===== src/rtl/sdram_arbiter.sv =====
// sdram_arbiter
// Shares the byte-wide SDRAM port between the program downloader (dl), the
// video fetch engine (vid) and the CPU memory path (cpu). Each grant owns the
// port for one fixed-length slot of SLOT_LEN F14M cycles, then a single DONE
// cycle pulses the owner's ack. A saturating starvation counter lets a
// waiting CPU outrank continuous video traffic after STARVE_MAX video grants.
//
// Ports:
//   F14M, RESET_n                 clock and asynchronous active-low reset
//   dl_req/dl_addr/dl_din/dl_ack  downloader write channel
//   vid_req/vid_addr/vid_dout/vid_ack   video read channel
//   cpu_req/cpu_wr/cpu_addr/cpu_din/cpu_dout/cpu_ack/cpu_wait_n   CPU channel
//   sdram_addr/sdram_din/sdram_wr/sdram_rd/sdram_dout   SDRAM controller side
//   busy                          high whenever the arbiter is not in IDLE
module sdram_arbiter #(
    parameter int SLOT_LEN   = 2,
    parameter int ADDR_W     = 25,
    parameter int STARVE_MAX = 8
) (
    input  logic              F14M,
    input  logic              RESET_n,
    input  logic              dl_req,
    input  logic [ADDR_W-1:0] dl_addr,
    input  logic [7:0]        dl_din,
    output logic              dl_ack,
    input  logic              vid_req,
    input  logic [ADDR_W-1:0] vid_addr,
    output logic [7:0]        vid_dout,
    output logic              vid_ack,
    input  logic              cpu_req,
    input  logic              cpu_wr,
    input  logic [ADDR_W-1:0] cpu_addr,
    input  logic [7:0]        cpu_din,
    output logic [7:0]        cpu_dout,
    output logic              cpu_ack,
    output logic              cpu_wait_n,
    output logic [ADDR_W-1:0] sdram_addr,
    output logic [7:0]        sdram_din,
    output logic              sdram_wr,
    output logic              sdram_rd,
    input  logic [7:0]        sdram_dout,
    output logic              busy
);

    typedef enum logic [1:0] {ST_IDLE, ST_ACCESS, ST_DONE} state_t;
    typedef enum logic [1:0] {OWN_NONE, OWN_DL, OWN_VID, OWN_CPU} owner_t;

    state_t            state_reg;
    owner_t            owner_reg;
    owner_t            grant_next;
    logic [3:0]        slot_reg;
    logic [3:0]        starve_cnt_reg;
    logic [ADDR_W-1:0] sdram_addr_reg;
    logic [7:0]        sdram_din_reg;
    logic              sdram_wr_reg;
    logic              sdram_rd_reg;
    logic [7:0]        vid_dout_reg;
    logic [7:0]        cpu_dout_reg;
    logic              dl_ack_reg;
    logic              vid_ack_reg;
    logic              cpu_ack_reg;
    logic              cpu_starved;

    // A CPU that has watched STARVE_MAX video grants go by jumps ahead of video,
    // but never ahead of the downloader.
    assign cpu_starved = (starve_cnt_reg >= 4'(STARVE_MAX));

    always_comb begin
        grant_next = OWN_NONE;
        if (dl_req)
            grant_next = OWN_DL;
        else if (cpu_req && cpu_starved)
            grant_next = OWN_CPU;
        else if (vid_req)
            grant_next = OWN_VID;
        else if (cpu_req)
            grant_next = OWN_CPU;
    end

    always_ff @(posedge F14M or negedge RESET_n) begin
        if (!RESET_n) begin
            state_reg      <= ST_IDLE;
            owner_reg      <= OWN_NONE;
            slot_reg       <= 4'd0;
            starve_cnt_reg <= 4'd0;
            sdram_addr_reg <= '0;
            sdram_din_reg  <= 8'd0;
            sdram_wr_reg   <= 1'b0;
            sdram_rd_reg   <= 1'b0;
            vid_dout_reg   <= 8'd0;
            cpu_dout_reg   <= 8'd0;
            dl_ack_reg     <= 1'b0;
            vid_ack_reg    <= 1'b0;
            cpu_ack_reg    <= 1'b0;
        end else begin
            // Acks are single-cycle: set on entry to DONE, cleared here on exit.
            dl_ack_reg  <= 1'b0;
            vid_ack_reg <= 1'b0;
            cpu_ack_reg <= 1'b0;

            // Starvation tracking only matters while the CPU is actually waiting.
            if (!cpu_req)
                starve_cnt_reg <= 4'd0;
            else if (state_reg == ST_IDLE && grant_next == OWN_CPU)
                starve_cnt_reg <= 4'd0;
            else if (state_reg == ST_IDLE && grant_next == OWN_VID && starve_cnt_reg != 4'hF)
                starve_cnt_reg <= starve_cnt_reg + 4'd1;

            case (state_reg)
                ST_IDLE: begin
                    if (grant_next != OWN_NONE) begin
                        owner_reg <= grant_next;
                        slot_reg  <= 4'd0;
                        state_reg <= ST_ACCESS;
                        case (grant_next)
                            OWN_DL: begin
                                sdram_addr_reg <= dl_addr;
                                sdram_din_reg  <= dl_din;
                                sdram_wr_reg   <= 1'b1;
                                sdram_rd_reg   <= 1'b0;
                            end
                            OWN_VID: begin
                                sdram_addr_reg <= vid_addr;
                                sdram_din_reg  <= 8'd0;
                                sdram_wr_reg   <= 1'b0;
                                sdram_rd_reg   <= 1'b1;
                            end
                            default: begin
                                sdram_addr_reg <= cpu_addr;
                                sdram_din_reg  <= cpu_din;
                                sdram_wr_reg   <= cpu_wr;
                                sdram_rd_reg   <= ~cpu_wr;
                            end
                        endcase
                    end
                end
                ST_ACCESS: begin
                    if (slot_reg == 4'(SLOT_LEN - 1)) begin
                        state_reg    <= ST_DONE;
                        sdram_wr_reg <= 1'b0;
                        sdram_rd_reg <= 1'b0;
                        // Capture on the last strobe cycle, when the controller's
                        // read data is guaranteed settled.
                        case (owner_reg)
                            OWN_DL:  dl_ack_reg <= 1'b1;
                            OWN_VID: begin
                                vid_ack_reg  <= 1'b1;
                                vid_dout_reg <= sdram_dout;
                            end
                            OWN_CPU: begin
                                cpu_ack_reg <= 1'b1;
                                if (sdram_rd_reg)
                                    cpu_dout_reg <= sdram_dout;
                            end
                            default: ;
                        endcase
                    end else begin
                        slot_reg <= slot_reg + 4'd1;
                    end
                end
                ST_DONE: begin
                    state_reg <= ST_IDLE;
                    owner_reg <= OWN_NONE;
                end
                default: state_reg <= ST_IDLE;
            endcase
        end
    end

    assign dl_ack     = dl_ack_reg;
    assign vid_ack    = vid_ack_reg;
    assign cpu_ack    = cpu_ack_reg;
    assign vid_dout   = vid_dout_reg;
    assign cpu_dout   = cpu_dout_reg;
    assign sdram_addr = sdram_addr_reg;
    assign sdram_din  = sdram_din_reg;
    assign sdram_wr   = sdram_wr_reg;
    assign sdram_rd   = sdram_rd_reg;
    assign busy       = (state_reg != ST_IDLE);

    // WAIT releases in the ack cycle itself; forced inactive while in reset.
    assign cpu_wait_n = ~(cpu_req & ~cpu_ack_reg) | ~RESET_n;

endmodule


===== config.mk =====
export PLATFORM = sky130hd
export DESIGN_NAME = sdram_arbiter
export DESIGN_NICKNAME = d
export VERILOG_FILES = /design/src/rtl/sdram_arbiter.sv
export SDC_FILE = /design/constraint.sdc
export NUM_CORES = 1
export LEC_CHECK = 0
export BUFFER_PORTS_ARGS = -buffer_cell sky130_fd_sc_hd__buf_2
export CORE_MARGIN = 4
export CORE_UTILIZATION = 50
export CTS_CLUSTER_DIAMETER = 30
export CTS_CLUSTER_SIZE = 30
export DETAILED_ROUTE_END_ITERATION = 10
export PLACE_DENSITY = 0.84
export SKIP_CTS_REPAIR_TIMING = 1
export SLEW_MARGIN = 20
export SYNTH_ARGS = -nofsm -noshare
export SYNTH_HDL_FRONTEND = slang
export SYNTH_SLANG_ARGS = --single-unit

===== constraint.sdc =====
create_clock -name F14M -period 5.53 [get_ports F14M]
set_input_delay 1.106 -clock F14M [delete_from_list [all_inputs] [get_ports F14M]]
set_output_delay 1.106 -clock F14M [all_outputs]
set_load 0.005 [all_outputs]

* Word-level counts from Yosys, hierarchy flattened
Index checks and enable logic that the tools add are counted.
Word-level totals: logic and storage cells 85, input bits 105, output and inout port bits 56, bits in registers 66
Cells by class: reductions and logical operators 16, bitwise logic cells 6, add/subtract/negate cells 2, eq/ne operators 14, mux-type cells 33, magnitude comparators 1
Operator list (number):
- 25-bit case mux with 2 select lines | 1
- 4-bit 2-to-1 mux | 5
- 8-bit case mux with 2 select lines | 1
- 2-bit 2-to-1 mux | 7
- 1-bit 2-to-1 mux | 12
- 2-bit == test, second input constant | 5
- 3-bit AND reduction | 3
- 4-bit by 1-bit adder with 4-bit output, second input constant | 2
- 1-bit case mux with 2 select lines | 4
- 2-bit case mux with 2 select lines | 2
- 4-bit case mux with 2 select lines | 1
- 2-bit nonzero test | 4
- 2-bit by 1-bit == test with 1-bit output, second input constant | 3
- 2-bit AND reduction | 3
- 4-bit by 1-bit == test with 1-bit output, second input constant | 1
- 4-bit >= comparator, second input constant | 1
- 1-bit logical AND | 4
- 2-bit != test, second input constant | 2
- 4-bit != test, second input constant | 1
- 1-bit NOT | 4
- 4-bit AND reduction | 1
- 3-bit by 1-bit != test with 1-bit output, second input constant | 1
- 2-bit logical NOT | 1
- 2-bit by 1-bit != test with 1-bit output, second input constant | 1
- other kinds (2) | 2

* Depth between registers and ports, before layout
Gate-level depths: netlist (run 1).
word-level depth 10, mapped depth 9, mapped depth without buffers 7

* Worst setup path before layout (run 1)
Ideal clock, no wire load.
path kind input to register, from in vid_req, to reg sdram_din_reg[0] (netlist: sdram_din[0]), setup slack 2908 ps, arrival 2496 ps, path buffers 2, cell stages on the path 9, required time 5404 ps, cells stage by stage nand2b_1 > a21oi_1 > inv_1 > ha_1 > clkbuf_1 > nor2b_1 > buf_1 > a221oi_1 > nor2_1
Between the ends: word-level cells in the longest chain between the ends 5
Ends and longest elaborated chain:
- start, declared | line 26 | input logic vid_req,
- 2-bit 2-to-1 mux * | line 74 | else if (vid_req)
- 2-bit 2-to-1 mux * | line 72 | else if (cpu_req && cpu_starved)
- 2-bit 2-to-1 mux * | line 70 | if (dl_req)
- 2-bit == test, or another cell as far along | line 115 | case (grant_next)
- 8-bit case mux with 2 select lines / 2-bit AND reduction (equally long branches)
- end signal, assigned | line 118 | sdram_din_reg <= dl_din;
- end signal, assigned | line 130 | sdram_din_reg <= cpu_din;
- end, declared | line 54 | logic [7:0] sdram_din_reg;
Mark *: on every way between the ends. The rest lies on a longest branch, timed or not. A chain may end at the register's enable or synchronous reset.

* Worst setup path in the final report (run 1)
from in RESET_n, to out cpu_wait_n
Between the ends: word-level cells in the longest chain between the ends 2
Ends and longest elaborated chain:
- start, declared | line 21 | input logic RESET_n,
- 1-bit NOT | line 182 | assign cpu_wait_n = ~(cpu_req & ~cpu_ack_reg) | ~RESET_n;
- 1-bit bitwise OR | line 182
- end, declared | line 36 | output logic cpu_wait_n,
No other way between the ends.

==> results of run 1 <==
## metal layers
layer,up-vias,global-route usage [%],share of wire [%]
met5,-,0,0
met2,133,37.2,50
met3,13,7.28,9.5
met1,1430,26.2,39
li1,1462,-,-
met4,0,7.17,1.3
## stage by stage
stage,power (mW),instances,hold slack (ps)
final,1.96,547,476
after global routing,2.12,547,497
after CTS,1.98,547,481
after detailed placement,1.56,531,462
after global placement,1.53,531,455
after floorplan,1.24,316,473
## synthesized netlist by cell type (2+ instances only)
| library cell | count | area [µm²] |
|---|---|---|
| a211oi_1 | 2 | 15.0 |
| a21oi_1 | 7 | 35.0 |
| a221oi_1 | 32 | 280 |
| and3_1 | 3 | 18.8 |
| clkbuf_1 | 23 | 86.3 |
| dfrtp_1 | 66 | 1650 |
| ha_1 | 8 | 100 |
| inv_1 | 9 | 33.8 |
| mux2_2 | 8 | 90.1 |
| mux2_4 | 8 | 120 |
| nand2_1 | 30 | 113 |
| nand2b_1 | 2 | 12.5 |
| nand3_1 | 10 | 50.1 |
| nand3b_1 | 2 | 15.0 |
| nor2_1 | 18 | 67.6 |
| nor2b_1 | 29 | 181 |
| nor3b_1 | 2 | 15.0 |
| o21ai_0 | 10 | 50.1 |
| o22ai_1 | 2 | 12.5 |
| o31ai_1 | 26 | 195 |
| or3_1 | 3 | 18.8 |
| or4b_2 | 2 | 20.0 |
## logic make-up after synthesis
kind of cell               Yosys count  share of synthesized area [%]
AOI/OAI and AO/OA                   83                           18.7
adders and majority gates            8                           3.04
buffers and inverters               34                           4.10
DFF                                 66                           50.1
muxes                               16                           6.37
and+or+nand+nor                    109                           17.7
## power breakdown
group          internal, mW  leakage [nW]  switching [mW]
Sequential            0.688         0.828           0.140
Clock                 0.212         0.100           0.200
Combinational         0.370          1.26           0.347
## worst max-delay path, cell delays in order
cell	delay, ps
buf_2	70
buf_4	640
nand3b_1	120
buf_2	160
## worst paths after layout
kind	to	slack, ps	cells past startpoint
setup / recovery	cpu_wait_n	2300	4
hold / removal	sdram_addr[3]	480	2
setup reg to reg	sdram_din[7]	2940	7
hold reg to reg	sdram_addr[3]	480	2
max in group asynchronous	sdram_addr[15]	4030	2
min in group asynchronous	cpu_ack	950	2
## area by class of cell
cell class | count | area (µm²) | share of cell area, %
repair buffers | 163 | 823 | 19.0
inverters | 9 | 33.8 | 0.781
multi-input cells | 216 | 1520 | 35.1
clock inverters | 7 | 77.6 | 1.79
flip-flops and latches | 66 | 1650 | 38.2
clock buffers | 9 | 124 | 2.86
well taps | 77 | 96.3 | 2.23
==> summary.txt, run 1 <==
STA
  • RSZ-0062 raised after global routing: false
  • Crit path time final: 3230 ps
  • Final hold violations: 0
  • Worst setup margin: about 2300 ps
  • Final setup fails: 0
  • Max-slew violations: 0
  • Max-slew headroom: 34.9%
  • Clk_skew: around 8 ps
  • Worst-margin pin slew: 977 ps
  • Final Cycle Share: 58.4%
  • Fin Setup TNS: 0 ps
  • Fmax: 310 MHz

Setup path
  • Worst Setup SP: RESET_n
  • Crit Reg-Reg Startpoint: starve_cnt_reg[3]
  • Startpoint Class: input port
  • Crit Path Class: in -> out
  • Setup crit end kind: output pin
  • Required @ worst endpoint: 4420 ps
  • CP Max Fanout: 67
  • Arrival time at the worst endpoint: ~2100 ps

Synth
  • FF+latch count, synth: 66
  • Fraction of registers with async set/reset: 100%
  • Yosys Warn Count: 0
  • Top_reg_cell synth: dfrtp_1
  • Post-synthesis sequential area ratio: 50.1%
  • Synth Area per Inst: 10.4 µm²
  • Post-synth cell types: 36
  • Syn_nets: 429
  • Post-synth EDFFs: 0
  • Gate Count Post-Synth: between 300 and 400
  • Synthesized cell area: 3300 µm²

Final layout
  • Max reg flops: 25
  • Most common cell after layout, fill and taps aside: buf_2
  • # nets final: 578
  • Fill cells: about 520
  • Area delta synth->final: 31.2%
  • Share of cells above drive strength 1: 43.8%
  • Ant diodes: 0
  • Commonest cells after routing, fill and taps aside: buf_2, dfrtp_1, a221oi_1
  • Final Util: 67.8%
  • Final instance area: about 4300 µm²

Hold path
  • Hold_sp: sdram_addr[3]
  • Min-delay worst type: reg -> reg

Floorplan
  • Die Area: 7960 µm²
  • I/O pins: 161
  • DIE HEIGHT: 89.2 µm
  • Die W: approximately 89 µm
  • Cell row count: 29
  • Initial Util: 51.6%
  • Core Box Area: 6390 µm²

Global routing
  • Vias in the first global route: 2,898
  • Initial antenna violation count: 0
  • Total track usage: 21.9%
  • First-pass GRT wire length: about 13,000 µm
  • Total gr overflow: 0
  • Largest net degree at the start of global routing: 68

Detailed routing
  • Routed Antenna Nets: 0
  • Final wirelength: 8700 µm
  • Initial drt markers: 125
  • 1st-pass router iterations: 4
  • Number of vias per cell: 5.55
  • DRC: 0
  • Via count: a little over 3,000
  • WL per Instance: 15.9 µm

Placement
  • Final HPWL DP: 6250 µm
  • Pre-CTS setup slack: 1910 ps
  • Gpl congestion: about 0.74
  • IO Port Bufs: 160
  • Area post-placement: 4120 µm²

Clocking
  • CTS tree: yes
  • Clock Pin Slew Worst Setup and Hold Paths: 70 ps
  • CTS max path bufs: 2
  • TritonCTS Sinks: 66
  • Cts bufs inserted: 9
  • Clock Latency Late Sink: 340 ps
  • CTS root buffer: clkbuf_8
  • H-Tree Depth: 3

Power and ir drop
  • Leakage: 2.19 nW
  • VDD IR max: about 0.31 mV
  • Power per cell area: ~450 nW/µm²

Outcome
  • Status: finished, final reports clean

Run
  • Max-cap violations: 0
No activity file was read; power rests on OpenSTA's default activity.
==> run 2: changes to the inputs <==
CORE_UTILIZATION = 42   (was 50)
PLACE_DENSITY = 0.75   (was 0.84)
clock period = 2.84 ns   (was 5.53 ns; I/O delays follow)
==> run 2 against run 1 <==
Compared with the run above: non-clock buffer count up 5; die area up 17%; combinational power up 98%; register-to-register slack worse by 2400 ps; sequential share of layout area down 0.53 points; sequential power up 94%.
==> summary.txt, run 2 (same netlist as run 1, synthesis figures left out) <==
Outcome
  • Status: finished, final reports clean

Global routing
  • Vias in the first global route: 3,022
  • Largest net degree at the start of global routing: 67
  • First-pass GRT wire length: around 15,000 µm
  • Total track usage: 19.1%
  • Total gr overflow: 0
  • Initial antenna violation count: 0

Clocking
  • Clock Latency Late Sink: 340 ps
  • H-Tree Depth: 3
  • Clock Pin Slew Worst Setup and Hold Paths: about 80 ps
  • Cts bufs inserted: 9
  • CTS root buffer: clkbuf_8
  • TritonCTS Sinks: 66
  • CTS tree: yes
  • CTS max path bufs: 2

Floorplan
  • Cell row count: 32
  • Initial Util: 42.9%
  • Die Area: just over 9000 µm²
  • Die W: between 90 and 100 µm
  • Core Box Area: 7690 µm²
  • DIE HEIGHT: 96.6 µm
  • I/O pins: 161

Setup path
  • Setup crit end kind: flop
  • Required @ worst endpoint: 3100 ps
  • Crit Reg-Reg Startpoint: starve_cnt_reg[3]
  • Crit Path Class: reg -> reg
  • Worst-path cell chain: nand2b_1 -> a21oi_1 -> inv_1 -> ha_1 -> nor2b_1 -> a221oi_1 -> nor2_1
  • Arrival time at the worst endpoint: approximately 2600 ps
  • Crit path buf inv count: 1
  • Flop-to-flop setup slack: 550 ps
  • Worst Setup SP: starve_cnt_reg[3]
  • Register-to-Register Path Depth: 7
  • Startpoint Class: flop
  • R2R Path End: sdram_din[6]
  • CP Depth: 7
  • Crit path max-delay cell type: nor2b_1
  • Max incr delay on CP: 510 ps
  • Critical path's top delay family: simple AND/OR/NAND/NOR gates
  • Critical path endpoint: sdram_din[6]
  • CP Max Fanout: 8

Power and ir drop
  • Leakage: approximately 2.2 nW
  • VDD IR max: 0.313 mV
  • Total power: roughly 3.8 mW
  • Power per cell area: roughly 870 nW/µm²

Detailed routing
  • Final wirelength: between 8000 and 9000 µm
  • Initial drt markers: 141
  • Via count: 3,002
  • Routed Antenna Nets: 0
  • 1st-pass router iterations: 4
  • WL per Instance: 15.3 µm
  • DRC: 0
  • Number of vias per cell: between 5 and 6

Final layout
  • Ant diodes: 0
  • # nets final: 583
  • Area delta synth->final: 33.0%
  • Final Util: 57.1%
  • Fill cells: 717
  • Most common cell after layout, fill and taps aside: buf_2
  • Max reg flops: 25
  • Non-Filler Instances: approximately 580
  • Commonest cells after routing, fill and taps aside: buf_2, dfrtp_1, a221oi_1
  • FF+latch area: 1650 µm²
  • Share of cells above drive strength 1: 44.0%
  • Area of the multi-input gates: 1510 µm²

Placement
  • Final HPWL DP: 6620 µm
  • Placed cell count: approximately 560
  • Gpl congestion: between 0.8 and 0.9
  • IO Port Bufs: 160

STA
  • Crit path time final: about 2300 ps
  • Final hold violations: 0
  • Fin Setup TNS: 0 ps
  • Max-slew headroom: 45.2%
  • Fmax: 437 MHz
  • Final setup fails: 0
  • Worst-margin pin slew: 823 ps
  • Max-slew violations: 0
  • RSZ-0062 raised after global routing: false
  • Final Cycle Share: 80.6%
  • Fin Hold WS: 425 ps
  • Clk_skew: 7.69 ps

Hold path
  • Min-delay worst type: in -> async

Run
  • Max-cap violations: 0
[run 2: changes by cell type in the layout (fill, tap and decap cells not counted), sizes merged]
cell,before,now
buf,163,168
[run 2: worst min-delay path by stage]
stage | startpoint | slack [ps] | end | cells after the start
floorplan | RESET_n | 270 | cpu_ack | 0
global placement | sdram_addr[20] | 460 | sdram_addr[20] | 2
detailed placement | sdram_addr[21] | 470 | sdram_addr[21] | 2
CTS | sdram_dout[2] | 450 | vid_dout[2] | 2
global route | sdram_dout[2] | 450 | vid_dout[2] | 2
finish | RESET_n | 430 | cpu_ack | 2
[run 2: routing by layer]
layer | routed length [µm] | track usage, % | vias to the layer above | part of all wire (%)
met5 | 0 | 0 | - | 0
met1 | 3470 | 22.4 | 1406 | 39
li1 | - | - | 1467 | -
met2 | 4450 | 31.7 | 121 | 50
met3 | 811 | 7.21 | 8 | 9.2
met4 | 116 | 7.67 | 0 | 1.3
[run 2: cell type report]
cell class | instances | area share (%)
Multi-Input combinational cell | 216 | 34.5
Tap cell | 102 | 2.91
Inverter | 9 | 0.770
Clock inverter | 7 | 1.77
Sequential cell | 66 | 37.6
Clock buffer | 9 | 2.82
Timing Repair Buffer | 168 | 19.6
[run 2: worst register-to-register path: cells and delay by family (launching register included)]
family	cells	cell delay, ps
buffers and inverters	1	120
DFF	1	430
adders and majority gates	1	340
AOI/OAI and AO/OA	2	520
and+or+nand+nor	3	830
[run 2: power breakdown]
| group | internal (mW) | switching (mW) | total (mW) |
|---|---|---|---|
| logic | 0.738 | 0.679 | 1.42 |
| clock network | 0.413 | 0.386 | 0.799 |
| registers | 1.34 | 0.269 | 1.61 |
| total | 2.49 | 1.33 | 3.82 |
[run 2: through the flow]
| step | setup slack [ps] | instance area [µm²] |
|---|---|---|
| final | 551 | 4390 |
| after floorplan | 756 | 3300 |
| after detailed placement | 342 | 4190 |
| after global placement | 536 | 4190 |
| after CTS | 493 | 4390 |
| after global routing | 320 | 4390 |
==> run 3: changes to the inputs <==
CORE_UTILIZATION = 46   (was 42)
PLACE_DENSITY = 0.78   (was 0.75)
clock period = 2.4 ns   (was 2.84 ns; I/O delays follow)
==> run 3 against run 2 <==
Compared with the run above: largest cell class unchanged; global-route usage rose by 1.7 points; critical path depth unchanged; sequential share of layout area down 0.54 points; hold slack got worse by 99 ps; non-clock buffer count grew 2; fmax rose by 3.0%; design area rose by 1.5%; clock-buffer cell count unchanged; worst setup slack worse by 370 ps.
==> summary.txt, run 3 (same netlist as run 1, synthesis figures left out) <==
Floorplan
  • Core Box Area: 6870 µm²
  • Initial Util: between 40 and 50%
  • Die Area: 8590 µm²
  • I/O pins: 161
  • DIE HEIGHT: 92.7 µm
  • Die W: 92.7 µm
  • Cell row count: 30

Final layout
  • Commonest cells after routing, fill and taps aside: buf_2, dfrtp_1, a221oi_1
  • Area delta synth->final: 35.0%
  • Share of cells above drive strength 1: 44.7%
  • Ant diodes: 0
  • Final instance area: 4450 µm²
  • Max reg flops: 25
  • # nets final: approximately 590
  • Non-Filler Instances: between 500 and 600
  • Most common cell after layout, fill and taps aside: buf_2
  • Final Util: 64.8%

Setup path
  • CP Max Fanout: 28
  • Crit path max-delay cell type: dfrtp_1
  • Worst-path cell chain: nand2b_1 -> a21oi_1 -> ha_1 -> buf_4 -> nor4bb_2 -> nor2_1 -> a211oi_1
  • Register-to-Register Path Depth: 7
  • Max incr delay on CP: 420 ps
  • Arrival time at the worst endpoint: 2460 ps
  • Setup crit end kind: flop
  • Required @ worst endpoint: 2640 ps
  • Startpoint Class: flop
  • Crit Path Class: reg -> reg

Clocking
  • CTS root buffer: clkbuf_8
  • Cts bufs inserted: 9
  • TritonCTS Sinks: 66
  • Clock Latency Late Sink: roughly 350 ps
  • Clock Pin Slew Worst Setup and Hold Paths: 70 ps
  • H-Tree Depth: 3
  • CTS tree: yes
  • CTS max path bufs: 2

Placement
  • IO Port Bufs: between 150 and 200
  • Gpl congestion: 0.753
  • Area post-placement: 4220 µm²
  • Final HPWL DP: 6540 µm
  • Placed cell count: 557

Detailed routing
  • Number of vias per cell: 5.31
  • 1st-pass router iterations: 5
  • Initial drt markers: 147
  • Via count: 3,044
  • Routed Antenna Nets: 0
  • DRC: 0
  • Final wirelength: approximately 9000 µm
  • WL per Instance: 15.6 µm

Hold path
  • Min-delay worst type: in -> async

STA
  • Crit path time final: between 2000 and 2500 ps
  • RSZ-0062 raised after global routing: false
  • Final Cycle Share: 92.6%
  • Max-slew headroom: 43.3%
  • Fin Setup TNS: 0 ps
  • Final setup fails: 0
  • Fin Hold WS: 326 ps
  • Fmax: 450 MHz
  • Final hold violations: 0
  • Worst-margin pin slew: 850 ps
  • Max-slew violations: 0
  • Clk_skew: 12.4 ps

Global routing
  • Largest net degree at the start of global routing: 67
  • Initial antenna violation count: 0
  • Total gr overflow: 0
  • Total track usage: 20.9%
  • Vias in the first global route: 3,105
  • First-pass GRT wire length: around 14,000 µm

Power and ir drop
  • Power per cell area: 1050 nW/µm²
  • Leakage: 2.25 nW
  • VDD IR max: 0.482 mV

Outcome
  • Status: finished, final reports clean

Run
  • Max-cap violations: 0
[run 3: stage by stage]
stage                     setup slack (ps)  total power [mW]
after floorplan                        391              2.85
final                                  179              4.68
after global routing                  2.94              5.04
after global placement                 197              3.58
after detailed placement              72.9              3.66
after CTS                             97.6              4.74
[run 3: worst paths after layout]
kind	startpoint	endpoint	slack, ps
worst max-delay path	starve_cnt_reg[3]	starve_cnt_reg[2]	180
worst min-delay path	RESET_n	starve_cnt_reg[3]	330
worst max register to register	starve_cnt_reg[3]	starve_cnt_reg[2]	180
worst min register to register	sdram_addr[5]	sdram_addr[5]	480
max in group asynchronous	RESET_n	vid_dout[6]	1500
min in group F14M	sdram_dout[1]	vid_dout[1]	370
[run 3: critical path, delay by kind of cell, from the launching register on]
| family | cells | cell delay (ps) |
|---|---|---|
| compound gates | 2 | 580 |
| simple gates | 3 | 600 |
| fa+ha+maj | 1 | 220 |
| buf+inv | 1 | 290 |
| flops | 1 | 420 |
[run 3: cell type report]
type                       count  area, µm²
tap                           96        120
sequential                    66       1650
timing repair buffer         170        901
clock inverter                 7        100
multi-input combinational    216       1520
inverter                       9       33.8
clock buffer                   9        124
fill                         584       2420
[run 3: layer usage]
metal	track usage, %	up-vias	routed length, µm
met5	0	-	0
met4	7.69	0	145
met3	6.26	12	810
met2	35.2	125	4420
met1	25.2	1433	3580
li1	-	1474	-
[run 3: report_power, final]
part,internal [mW],switching [mW],leakage (nW)
clock network,0.596,0.467,0.115
logic,0.900,0.822,1.30
registers,1.58,0.316,0.828
total,3.08,1.61,2.25
